--- src/rtl/instr_mem_pkg.sv ---
// Shared definitions for the instruction memory controller.
//   ctrl_state_t : controller state (EMPTY / LOAD / RUN)
//   DEF_*        : default word width, address width and depth
//   idx_width()  : bits needed to index a memory of a given depth
package instr_mem_pkg;

    localparam int DEF_DATA_W = 32;
    localparam int DEF_ADDR_W = 16;
    localparam int DEF_DEPTH  = 16;

    typedef enum logic [1:0] {
        EMPTY = 2'd0,
        LOAD  = 2'd1,
        RUN   = 2'd2
    } ctrl_state_t;

    function automatic int idx_width(input int depth);
        return (depth > 1) ? $clog2(depth) : 1;
    endfunction

endpackage

--- src/rtl/instr_mem_array.sv ---
// DEPTH x DATA_W word storage with one synchronous write port and one
// synchronous read port. The read register only updates when re is high,
// so rdata holds the last word read.
//   clk   : clock
//   we    : write enable; waddr / wdata give the word and its value
//   re    : read enable; raddr selects the word, rdata is registered
module instr_mem_array
    import instr_mem_pkg::*;
#(
    parameter int DATA_W = DEF_DATA_W,
    parameter int DEPTH  = DEF_DEPTH,
    localparam int IDX_W = idx_width(DEPTH)
) (
    input  logic              clk,
    input  logic              we,
    input  logic [IDX_W-1:0]  waddr,
    input  logic [DATA_W-1:0] wdata,
    input  logic              re,
    input  logic [IDX_W-1:0]  raddr,
    output logic [DATA_W-1:0] rdata
);

    logic [DATA_W-1:0] mem [DEPTH];

    // NOTE: storage has no reset so it maps onto RAM; validity is tracked
    // by per-word written flags in the controller instead.
    always_ff @(posedge clk) begin
        if (we) begin
            // NOTE: non-blocking assignment so every register sees the
            // pre-edge values of the others, independent of block order.
            mem[waddr] <= wdata;
        end
    end

    always_ff @(posedge clk) begin
        if (re) begin
            rdata <= mem[raddr];
        end
    end

endmodule

--- src/rtl/instr_mem_ctrl.sv ---
// Instruction memory controller: a program is streamed in through the
// load beat interface, after which single-cycle-latency fetches are served.
//   clk, rst_n                          : clock, async active-low reset
//   load_start                          : pulse, (re)starts a program load
//   load_valid / load_data / load_last  : load beat
//   load_ready                          : high while beats are accepted
//   load_done                           : one-cycle pulse after a load ends
//   fetch_req / fetch_addr / fetch_stall: fetch request and pipeline stall
//   instr / instr_valid / fetch_fault   : fetch response
//   mem_ready                           : memory holds a program (RUN)
module instr_mem_ctrl
    import instr_mem_pkg::*;
#(
    parameter int DATA_W = DEF_DATA_W,
    parameter int ADDR_W = DEF_ADDR_W,
    parameter int DEPTH  = DEF_DEPTH
) (
    input  logic              clk,
    input  logic              rst_n,
    input  logic              load_start,
    input  logic              load_valid,
    input  logic [DATA_W-1:0] load_data,
    input  logic              load_last,
    output logic              load_ready,
    output logic              load_done,
    input  logic              fetch_req,
    input  logic [ADDR_W-1:0] fetch_addr,
    input  logic              fetch_stall,
    output logic [DATA_W-1:0] instr,
    output logic              instr_valid,
    output logic              fetch_fault,
    output logic              mem_ready
);

    localparam int               IDX_W     = idx_width(DEPTH);
    localparam logic [ADDR_W:0]  DEPTH_EXT = (ADDR_W + 1)'(DEPTH);
    localparam logic [IDX_W-1:0] LAST_IDX  = IDX_W'(DEPTH - 1);

    ctrl_state_t       state_q, state_d;
    logic [IDX_W-1:0]  ptr_q;
    logic [DEPTH-1:0]  written_q;
    logic              load_done_q;
    logic              instr_valid_q;
    logic              fetch_fault_q;
    // Set when the current response must read as zero (out-of-range or
    // unwritten word, or nothing fetched since reset).
    logic              resp_zero_q;
    logic [DATA_W-1:0] rdata;

    logic              beat;
    logic              exit_load;
    logic              in_range;
    logic              fetch_acc;
    logic [IDX_W-1:0]  fetch_idx;

    assign load_ready = (state_q == LOAD);
    assign mem_ready  = (state_q == RUN);

    // A load_start in the same cycle wins over the beat.
    assign beat      = load_ready && load_valid && !load_start;
    assign exit_load = beat && (load_last || (ptr_q == LAST_IDX));

    assign in_range  = ({1'b0, fetch_addr} < DEPTH_EXT);
    assign fetch_idx = fetch_addr[IDX_W-1:0];
    assign fetch_acc = mem_ready && fetch_req && !fetch_stall && !load_start;

    always_comb begin
        // NOTE: default first so every path assigns state_d; no latch.
        state_d = state_q;
        if (load_start) begin
            state_d = LOAD;
        end else if (exit_load) begin
            state_d = RUN;
        end
    end

    always_ff @(posedge clk or negedge rst_n) begin
        if (!rst_n) begin
            state_q     <= EMPTY;
            ptr_q       <= '0;
            written_q   <= '0;
            load_done_q <= 1'b0;
        end else begin
            state_q     <= state_d;
            load_done_q <= exit_load;
            if (load_start) begin
                ptr_q     <= '0;
                written_q <= '0;
            end else if (beat) begin
                ptr_q            <= ptr_q + IDX_W'(1);
                written_q[ptr_q] <= 1'b1;
            end
        end
    end

    // Response flags. Leaving RUN (or a load_start) clears them regardless
    // of stall; a stall in RUN freezes them together with the read register.
    always_ff @(posedge clk or negedge rst_n) begin
        if (!rst_n) begin
            instr_valid_q <= 1'b0;
            fetch_fault_q <= 1'b0;
            resp_zero_q   <= 1'b1;
        end else if (!mem_ready || load_start) begin
            instr_valid_q <= 1'b0;
            fetch_fault_q <= 1'b0;
        end else if (!fetch_stall) begin
            instr_valid_q <= fetch_req;
            fetch_fault_q <= fetch_req && !in_range;
            if (fetch_req) begin
                resp_zero_q <= !in_range || !written_q[fetch_idx];
            end
        end
    end

    instr_mem_array #(
        .DATA_W (DATA_W),
        .DEPTH  (DEPTH)
    ) u_array (
        .clk   (clk),
        .we    (beat),
        .waddr (ptr_q),
        .wdata (load_data),
        .re    (fetch_acc && in_range),
        .raddr (fetch_idx),
        .rdata (rdata)
    );

    assign instr       = resp_zero_q ? '0 : rdata;
    assign instr_valid = instr_valid_q;
    assign fetch_fault = fetch_fault_q;
    assign load_done   = load_done_q;

endmodule

--- config.mk ---
export PLATFORM = sky130hd
export DESIGN_NAME = instr_mem_ctrl
export DESIGN_NICKNAME = d
export VERILOG_FILES = /design/src/rtl/instr_mem_pkg.sv /design/src/rtl/instr_mem_array.sv /design/src/rtl/instr_mem_ctrl.sv
export SDC_FILE = /design/constraint.sdc
export NUM_CORES = 1
export LEC_CHECK = 0
export ABC_AREA = 1
export CAP_MARGIN = 25
export CORE_MARGIN = 10
export CORE_UTILIZATION = 47
export CTS_CLUSTER_SIZE = 10
export DETAILED_ROUTE_END_ITERATION = 10
export DONT_BUFFER_PORTS = 1
export SYNTH_ARGS = -nofsm -noshare
export SYNTH_HDL_FRONTEND = slang
export SYNTH_HIERARCHICAL = 1
export SYNTH_SLANG_ARGS = --single-unit
--- constraint.sdc ---
create_clock -name clk -period 2.8 [get_ports clk]
set_clock_uncertainty 0.15 [all_clocks]
set_input_delay 0.56 -clock clk [delete_from_list [all_inputs] [get_ports clk]]
set_output_delay 0.56 -clock clk [all_outputs]
set_load 0.005 [all_outputs]
Yosys cells after proc, flatten, opt, wreduce, memory -nomap -nowiden
Memories as Yosys holds them, arrays and structs flattened. A register that Yosys moved wholly into a read port is not among the register bits.
Index checks and enable logic that the tools add are counted.

storage, ports and cells
  register bits = 26
  output and inout bits = 37
  word-level logic and storage cells = 57
  bits in writable memories = 512
  bits of input ports = 55
  memories = 1

memory list
  name         words  width  rd ports  clocked after memory_dff  write ports  RTL line               RTL
  u_array.mem  16     32     1         1                         1            instr_mem_array.sv:23  logic [DATA_W-1:0] mem [DEPTH];

cells by class
  reductions and logical operators = 20
  add/sub/neg operators = 1
  equal/unequal tests = 4
  bitwise logic cells = 3
  $lt $le $gt $ge = 4
  mux-type cells = 17

operators by type and width
  cell                                                                                 number
  16-bit 2-to-1 mux                                                                    2
  32-bit 2-to-1 mux                                                                    1
  16-bit by 5-bit less-than comparator with 1-bit output, second input constant        1
  16-bit OR                                                                            1
  4-bit by 5-bit less-than comparator with 1-bit output, second input constant         2
  1-bit logical AND                                                                    9
  1-bit 2-to-1 mux                                                                     8
  4-bit 2-to-1 mux                                                                     2
  1-bit logical NOT                                                                    5
  4-bit by 1-bit adder with 4-bit output, second input constant                        1
  1-bit binary-select mux with 4-bit select                                            1
  1-bit demux with 4-bit select                                                        1
  4-bit equality test, second input constant                                           1
  4-bit by 1-bit greater-or-equal comparator with 1-bit output, second input constant  1
  2-bit 2-to-1 mux                                                                     2
  2-bit nonzero test                                                                   2
  1-bit logical OR                                                                     3
  3-bit AND reduction                                                                  1
  2-bit by 1-bit equality test with 1-bit output, second input constant                1
  2-bit equality test, second input constant                                           1
  2-bit by 1-bit inequality test with 1-bit output, second input constant              1
  1-bit NOT                                                                            2

Longest topological paths before layout
  word-level depth = 7
  gate-level depth with buffers = 10
  depth with buffers taken out = 8

Modules after synthesis
Netlist, hierarchy kept.

modules (own cells, without submodules)
  module           seq. area each (um2)  area each (um2)  instances  cells each
  instr_mem_array  16,335.7              23,050.9         1          2,120
  instr_mem_ctrl   651.9                 1,596.5          1          215

Least setup slack after synthesis
Ideal clock, no wire load.

  kind = register -> register
  start = register state_q[0]
  end = memory u_array/mem[10][0] (netlist bit) (enable)
  path buffers = 1
  stages on the path, launching flop included = 8
  data required time = 2,229 ps
  path slack = -213 ps
  period minus slack after synthesis = 3,013 ps
  library setup time = 421 ps
  data arrival time = 2,441 ps
  cell sequence = dfrtp_1 > inv_2 > nor2_4 > nand2_4 > nor2_8 > buf_6 > nand3b_1 > nor2_1

on the way
  word-level cells in the longest chain between the ends = 5

RTL lines
  element                                         RTL line               RTL
  start, declared                                 instr_mem_ctrl.sv:39   ctrl_state_t state_q, state_d;
  start signal, assigned                          instr_mem_ctrl.sv:84   state_q <= state_d;
  2-bit by 1-bit equality test with 1-bit output  instr_mem_ctrl.sv:56   assign load_ready = (state_q == LOAD);
  net load_ready                                  instr_mem_ctrl.sv:24   output logic load_ready,
  1-bit logical AND (2 in series)                 instr_mem_ctrl.sv:60   assign beat = load_ready && load_valid && !load_start;
  net beat                                        instr_mem_ctrl.sv:50   logic beat;
  1-bit 2-to-1 mux                                instr_mem_array.sv:28  if (we) begin
  1-bit 2-to-1 mux (not written as such)          instr_mem_array.sv:31  mem[waddr] <= wdata;
  end, declared                                   instr_mem_array.sv:23

The timed path passes the listed nets, and every way through them passes these cells.

Worst setup path in the final report
  start = register resp_zero_q
  end = output instr[19]

on the way
  word-level cells in the longest chain between the ends = 1

RTL lines
  element                 RTL line               RTL
  start, declared         instr_mem_ctrl.sv:47   logic resp_zero_q;
  start signal, assigned  instr_mem_ctrl.sv:110  resp_zero_q <= !in_range || !written_q[fetch_idx];
  32-bit 2-to-1 mux       instr_mem_ctrl.sv:128  assign instr = resp_zero_q ? '0 : rdata;
  end, declared           instr_mem_ctrl.sv:29   output logic [DATA_W-1:0] instr,

Every way passes these cells.

==> results.py <==
metrics = {
    "global_route": {
        "grt_overflow_total": 0,
        "grt_use_total_pct": 18.2,
        "grt_first_pass_wirelength_mm": 89.3,
        "grt_pass1_vias": 15476,
        "grt_max_degree": 267,
        "antenna_found_initial": 3,
    },
    "placed_design": {
        "dp_hpwl_mm": 30.9,
        "io_buffers": 0,
        "place_congestion": 0.781,
        "place_ws_ns": 0.480,
    },
    "outcome": {
        "status": "completed",
    },
    "setup_path": {
        "cp_slowest_cell": "dfstp_2",
        "crit_arrival_ns": 1.74,
        "critPathKind": "register to primary output",
        "start_kind": "register",
        "worstPathCellList": "buf_12 -> nor2_1",
        "cp_num_buf_inv": 1,
        "path_max_fanout": 17,
        "slowest_delay_ns": 0.80,
        "required_ns": 2.09,
        "crit_family": "flip-flops",
        "crit_path_end_kind": "primary output",
    },
    "route": {
        "wl_per_cell_um": 18.6,
        "drc": 0,
        "drt_iter0_markers": 1290,
        "dr.pass1.iters": 5,
        "final_antenna_net_count": 0,
        "vias": 15662,
        "vias_per_cell": 5.10,
        "wl_mm": 57.1,
    },
    "floorplan": {
        "die_area_sq_mm": 0.0620,
        "coreArea_sq_mm": 0.0516,
        "start_util_pct": 47.8,
        "die_h_um": 249,
        "rows": 83,
        "die_w_um": 249,
        "pin_count": 92,
    },
    "sta": {
        "slew_headroom_pct": 33.6,
        "setup_ws_ns": 0.350,
        "period_share_pct": 87.5,
        "timing.fmax_ghz": 0.408,
        "min_period_ns": 2.45,
        "setup_viol": 0,
        "final_hold_viol_count": 0,
        "drv_slew": 0,
        "holdWs_ns": 0.0551,
        "tightest_slew_ns": 0.995,
        "rsz0062_at_grt": "false",
    },
    "cts": {
        "cts_tree": "yes",
        "cts_buffers": 68,
        "clk_pin_slew_ns": 0.05,
        "cts_max_path_buffers": 3,
        "ctsHtreeMaxLevel": 3,
        "cts_root_buf": "clkbuf_16",
        "cts_resized": 0,
        "cts_sinks": 570,
        "insertion_delay_ns": 0.58,
    },
    "yosys": {
        "yosysUniqueCellTypes": 28,
        "yosysWarningCount": 6,
        "synth_area_sq_mm": 0.0246,
        "ys_seq_elements": 570,
        "avgSynthCellArea_sq_um": 10.6,
        "seq_area_frac_synth_pct": 68.9,
        "syn_inst": 2335,
        "syn-num-nets": 2394,
    },
    "min_path": {
        "hold_class": "input pin to register",
    },
    "final_layout": {
        "area_growth_pct": 12.2,
        "drive_above_1_share_pct": 6.20,
        "fin_nets": 2429,
    },
    "power_and_ir_drop": {
        "powerDensity_mw_per_mm2": 652,
        "vdd_drop_max_uv": 526,
        "finalPower_mw": 18.0,
        "p_leak_nw": 11.7,
    },
    "job": {
        "maxCapViolations": 0,
    },
}
==> tightest hold or removal path: cells and delay by family <==
| kind | cells | cell delay, ns |
|---|---|---|
| simple gates | 3 | 0.18 |
| buf+inv | 1 | 0.03 |
==> report_power, final <==
part           internal [mW]  switching, mW  leakage [nW]
Combinational          0.270          0.581          5.50
Clock                   4.62           3.11         0.926
Sequential              9.42         0.0233          5.25
Total                   14.3           3.71          11.7
==> worst paths after layout <==
check                                      end  slack [ns]           from  depth (start not counted)
setup / recovery                     instr[19]        0.35    resp_zero_q                          2
hold / removal                     resp_zero_q        0.06  fetch_addr[3]                          4
setup reg to reg           u_array/mem[12][18]        0.49     state_q[0]                          7
hold reg to reg                  written_q[10]        0.34  written_q[10]                          1
max in group asynchronous          resp_zero_q        1.99          rst_n                          2
min in group asynchronous         written_q[8]        0.28          rst_n                          2
==> synth_stat cells, drive strengths merged <==
| cell type | number | area share (%) |
|---|---|---|
| a22o | 1 | 0.036 |
| nand3b | 2 | 0.061 |
| edfxtp | 544 | 66 |
| nor3 | 1 | 0.066 |
| dfrtp | 25 | 2.5 |
| nor2 | 69 | 1.2 |
| ha | 4 | 0.20 |
| dfstp | 1 | 0.11 |
| a21oi | 6 | 0.12 |
| o21ai | 6 | 0.12 |
| inv | 441 | 6.7 |
| a32o | 12 | 0.49 |
| nand3 | 405 | 8.3 |
| nand2 | 706 | 11 |
| clkbuf | 18 | 0.27 |
| buf | 94 | 2.7 |
==> through the flow <==
step	util [%]	cell area [sq um]	instances	setup TNS [ns]
finish	53.6	27700	3071	0
CTS	53.6	27700	3069	0
global placement	49.2	25400	2942	0
global route	53.6	27700	3071	0
detailed placement	49.2	25400	2942	0
floorplan	-	24700	2335	-81.44
==> routing by layer <==
layer | track usage (%) | up-vias | share of wire [%]
met2 | 30.1 | 416 | 49
met3 | 3.15 | 89 | 5.8
li1 | - | 7588 | -
met1 | 24.0 | 7567 | 44
met4 | 5.75 | 2 | 2.1
met5 | 0 | - | 0.021
==> layout by cell type (no fill, tap or decap), drive strengths merged <==
master / n
nand2: 706
edfxtp: 544
inv: 442
nand3: 405
clkbuf: 84
nor2: 69
buf: 40
dlygate4sd3: 37
dfrtp: 25
a32o: 12
a21oi: 6
o21ai: 6
ha: 4
clkinv: 4
diode: 2
nand3b: 2
nor3: 1
a22o: 1
dfstp: 1
==> logic make-up after synthesis <==
logic type,synth area share (%)
flip-flops,68.9
adder cells (fa/ha/maj),0.203
AO/OA/AOI/OAI,0.767
AND/OR/NAND/NOR,20.4
buffers and inverters,9.75
==> area by class of cell <==
class	count	area (sq um)
clock inverters	5	22.5
inverters	441	1660
diodes	2	5.00
flip-flops and latches	570	17000
clock buffers	84	1870
multi-input cells	1212	5380
fillers	4357	24000
well taps	680	851
repair buffers	77	883
==> registers in the layout, summed over array words and instances, names as in the netlist <==
signal,flops
written_q,16
u_array/mem,512
resp_zero_q,1
fetch_fault,1
instr_valid,1
state_q,2
ptr_q,4
u_array/rdata,32
load_done,1
==> timing repair <==
item / CTS / global route
hold buffers: 38 / 0
buffers inserted: 0 / 0
endpoints found under the hold margin: 545 / 0
Power figures use the tool's default switching activity.
==> RTL edit 1: new RTL, same flow settings <==
Set the package constant `DEF_ADDR_W` to 17 (it was 16).
--- a/src/rtl/instr_mem_pkg.sv
+++ b/src/rtl/instr_mem_pkg.sv
@@ -7,3 +7,3 @@
     localparam int DEF_DATA_W = 32;
-    localparam int DEF_ADDR_W = 16;
+    localparam int DEF_ADDR_W = 17;
     localparam int DEF_DEPTH  = 16;
Interface: changed (resized fetch_addr); port bits go from 92 to 93. The function was not compared with the original's and may differ.
==> RTL edit 1 against the original RTL <==
Final area grew 0.63%; register-to-register slack worse by 160 ps; largest cell class unchanged; hold slack got worse by 8.7 ps; critical path depth did not move; setup slack worse by 130 ps; combinational power grew 4.8%; sequential cell count stayed put; highest routed layer unchanged; synthesized area fell by 0.15%; routed wire length up 8.9%; power is 1.2% higher.
==> RTL edit 1: results (changes against the original RTL) <==
{
  "synth_adder_area_share": {"value": 0.00203, "change": "+0.00000310"},
  "status": "complete, no violations",
  "synth_compound_area_frac": {"value": 0.00788, "change": "+0.000215"},
  "fillCellCount": {"value": 4406, "change": "+1.1%"},
  "grt_pass1_wl": {"value": 95.0, "unit": "mm", "change": "+6.4%"},
  "tritonroute_pass_1_iters": {"value": 5, "change": "unchanged"},
  "htree_levels": {"value": 3, "change": "unchanged"},
  "io_buffer_count": {"value": 0, "change": "unchanged"},
  "seq_area_frac_synth": {"value": 0.690, "change": "+0.00105"},
  "number_of_buffers_inserted_during_clock_tree_synthesis": {"value": 68, "change": "unchanged"},
  "grt_antenna_before_repair": {"value": 3, "change": "unchanged"},
  "post_synth_mux_area_share": {"value": 0, "change": "unchanged"},
  "clockBufferDepth": {"value": 3, "change": "unchanged"},
  "synth_nets": {"value": 2395, "change": "+0.042%"},
  "detail_route.vias_per_cell": {"value": 5.22, "change": "+2.4%"},
  "r2r_slack": {"value": 330, "unit": "ps", "change": "-160 ps"},
  "min_path_type": "in -> reg",
  "drc_violations_left": {"value": 0, "change": "unchanged"},
  "synth_enable_flop_cells": {"value": 544, "change": "unchanged"},
  "synth-async-reset-ratio": {"value": 0.0456, "change": "unchanged"},
  "drt_first_iter_violations": {"value": 1438, "change": "+11%"},
  "arrival_time_at_the_worst_endpoint": {"value": 1870, "unit": "ps", "change": "+130 ps"},
  "clk_transition_reported_paths_ps": 60,
  "synth.area.top_cells": "edfxtp_1 (66%), nand2_1 (11%), nand3_1 (8.2%)",
  "clock_latency": {"value": 600, "unit": "ps", "change": "+20 ps"},
  "place_congestion": {"value": 0.778, "change": "-0.41%"},
  "synth_xor_xnor_area_share": {"value": 0, "change": "unchanged"},
  "static-leakage-power": {"value": 11.8, "unit": "nW", "change": "+0.80%"},
  "dp.final_hpwl": {"value": 34.5, "unit": "mm", "change": "+12%"},
  "grt_start_max_net_pins": {"value": 267, "change": "unchanged"},
  "reg.largest.list": "u_array/mem x512, u_array/rdata x32, written_q x16",
  "crit_fanout": {"value": 18, "change": "+1"},
  "drive_gt1_frac": {"value": 0.0660, "change": "+0.00405"},
  "holdWs": {"value": 46.4, "unit": "ps", "change": "-8.67 ps"},
  "synthesis.yosys.warnings": {"value": 6, "change": "unchanged"},
  "place_worst_setup_slack": {"value": 292, "unit": "ps", "change": "-188 ps"},
  "ir_drop": {"value": 0.455, "unit": "mV", "change": "-13%"},
  "cts-root-buf": "clkbuf_16",
  "tightest_slew": {"value": 824, "unit": "ps", "change": "-171 ps"},
  "grt_usage": {"value": 0.197, "change": "+0.0148"},
  "vias_in_the_first_global_route": {"value": 15980, "change": "+3.3%"},
  "synthDistinctLibCells": {"value": 27, "change": "-3.6%"},
  "synth.cells.most_frequent": "nand2_1 (703), edfxtp_1 (544), inv_1 (439), nand3_1 (404), nor2_1 (65)",
  "routedWlPerCell": {"value": 20.1, "unit": "um", "change": "+8.2%"}
}
[RTL edit 1: cell count changes in the layout (fill, tap and decap cells not counted), sizes merged, moves of 2 or more]
| cell | before | now |
|---|---|---|
| buf | 40 | 52 |
| clkbuf | 84 | 89 |
| nand2 | 706 | 704 |
| inv | 442 | 444 |
[RTL edit 1: logic make-up (layout without fill, tap and decap cells)]
kind of cell,Yosys count,after routing
AO/OA/AOI/OAI,26,26
AND/OR/NAND/NOR,1181,1181
flip-flops,570,570
other,0,2
adder cells (fa/ha/maj),4,4
buffers and inverters,554,628
[RTL edit 1: cell type report]
class | count | area share
diodes | 2 | 0.000180
inverters | 442 | 0.0599
multi-input cells | 1211 | 0.192
flip-flops and latches | 570 | 0.610
repair buffers | 89 | 0.0372
clock inverters | 8 | 0.00337
clock buffers | 89 | 0.0663
well taps | 680 | 0.0306
[RTL edit 1: timing repair]
item                                   4_1_cts  5_1_grt
setup endpoints to repair                    0        0
endpoints found under the hold margin      545        0
resized for setup                            0        0
buffers inserted                             0        0
hold buffers                                38        0
[RTL edit 1: per-stage QoR]
stage	std cells	instance area [um2]
final	3091	27800
after global routing	3091	27800
after CTS	3089	27800
after detailed placement	2954	25500
after global placement	2954	25500
after floorplan	2335	24600
[RTL edit 1: final timing paths]
| path | start | endpoint | cells after the start |
|---|---|---|---|
| max reg2reg | state_q[0] | u_array/mem[14][10] | 7 |
| max in group asynchronous | rst_n | resp_zero_q | 2 |
| min reg2reg | written_q[2] | written_q[2] | 1 |
| max | resp_zero_q | instr[18] | 2 |
| min in group asynchronous | rst_n | written_q[14] | 2 |
| min | fetch_addr[3] | u_array/rdata[10] | 2 |
[RTL edit 1: report_power, final]
group,total (mW),internal [mW],switching [mW]
Sequential,9.44,9.42,0.0220
Combinational,0.892,0.279,0.613
Clock,7.92,4.67,3.25
[RTL edit 1: worst max-delay path, stage by stage (launching register included)]
cell	delay, ps
dfstp_2	900
buf_12	260
nor2_1	100
[RTL edit 1: routing by layer]
layer,global-route usage,vias to the layer above,part of all wire
met5,0,-,0.00021
met4,0.0813,2,0.033
met3,0.0367,127,0.069
met2,0.323,582,0.48
met1,0.252,7811,0.42
li1,-,7618,-
==> RTL edit 2: new RTL, same flow settings <==
Made on the original files. Encoding of `ctrl_state_t`: now one-hot (3 bits for 3 states).
--- a/src/rtl/instr_mem_pkg.sv
+++ b/src/rtl/instr_mem_pkg.sv
@@ -10,6 +10,6 @@
 
-    typedef enum logic [1:0] {
-        EMPTY = 2'd0,
-        LOAD  = 2'd1,
-        RUN   = 2'd2
+    typedef enum logic [2:0] {
+        EMPTY = 3'b001,
+        LOAD  = 3'b010,
+        RUN   = 3'b100
     } ctrl_state_t;
Check against the original RTL: same outputs for any inputs over 4 cycles, from zero or initial values and one cycle with rst_n low; so few cycles prove little.
==> RTL edit 2 against the original RTL <==
Sequential cell count rose by 1; sequential power barely moved; synthesized area rose by 0.17%; clock power rose by 0.8%; register-to-register slack got worse by 80 ps; fmax rose by 2.1%; setup slack improved by 51 ps; final area rose by 0.45%; routed wire length rose by 1.8%; critical path depth did not move; power rose by 0.45%; die area rose by 0.16%; critical path type unchanged; largest cell class unchanged; largest power group unchanged; highest routed layer is now met4.
==> RTL edit 2: results (changes against the original RTL) <==
{
  "status": "complete, no violations",
  "switching_share": {"value": 0.211, "change": "+0.00450"},
  "synth-async-reset-ratio": {"value": 0.0473, "change": "+0.00167"},
  "grt_met3_usage": {"value": 0.0302, "change": "-0.00125"},
  "tritonroute_pass_1_iters": {"value": 7, "change": "+2"},
  "grt_util_met1": {"value": 0.243, "change": "+0.00313"},
  "dp_cells": {"value": 2972, "change": "+1.0%"},
  "placement.cell_area": {"value": 25500, "unit": "um2", "change": "+0.49%"},
  "synth_compound_area_frac": {"value": 0.00319, "change": "-0.00447"},
  "place_worst_setup_slack": {"value": 377, "unit": "ps", "change": "-103 ps"},
  "detail_route.vias_per_cell": {"value": 5.07, "change": "-0.51%"},
  "synth_cells": {"value": 2361, "change": "+1.1%"},
  "place_congestion": {"value": 0.806, "change": "+3.2%"},
  "grt_antenna_before_repair": {"value": 2, "change": "-1"},
  "clock_power_share": {"value": 0.430, "change": "about the same"},
  "synth_nets": {"value": 2420, "change": "+1.1%"},
  "met2_length": {"value": 28.4, "unit": "mm", "change": "+2.4%"},
  "final_nets": {"value": 2458, "change": "+1.2%"},
  "highest_layer": "met4",
  "pg_clk": {"value": 7.79, "unit": "mW", "change": "+0.8%"},
  "combinationalPower": {"value": 862, "unit": "uW", "change": "+1%"},
  "seq_area_frac_synth": {"value": 0.689, "change": "about the same"},
  "drt_first_iter_violations": {"value": 1237, "change": "-4.1%"},
  "vias_in_the_first_global_route": {"value": 15430, "change": "-0.30%"},
  "synth_adder_area_share": {"value": 0.00203, "change": "-0.00000350"},
  "grt_pass1_wl": {"value": 90.5, "unit": "mm", "change": "+1.4%"},
  "grt_util_met2": {"value": 0.305, "change": "+0.00492"}
}
==> RTL edit 2: changes by cell type after synthesis, moves of 2 or more <==
cell	change
a32o_1	-12
o21ai_0	+2
buf_2	+2
nor2_2	+2
inv_2	-2
nand2_1	+21
inv_1	+3
nor2_4	-2
nand3_1	+12
==> RTL edit 2: final cells by class <==
cell class              instances  area, um2
repair buffers                 81        948
clock inverters                 9       68.8
diodes                          2       5.00
clock buffers                  80       1830
inverters                     442       1670
well taps                     680        851
fillers                      4523      23900
multi-input cells            1235       5400
flip-flops and latches        571      17000
==> RTL edit 2: path summary, 6_finish.rpt <==
kind                               start            endpoint  slack [ps]  depth (start not counted)
max                          resp_zero_q           instr[19]         400                          2
min                        fetch_addr[3]   u_array/rdata[12]          60                          2
max reg2reg                   state_q[2]  u_array/mem[9][17]         410                          6
min reg2reg                   state_q[0]          state_q[0]         330                          2
max in group asynchronous          rst_n         resp_zero_q        1990                          2
min in group asynchronous          rst_n        written_q[6]         280                          2
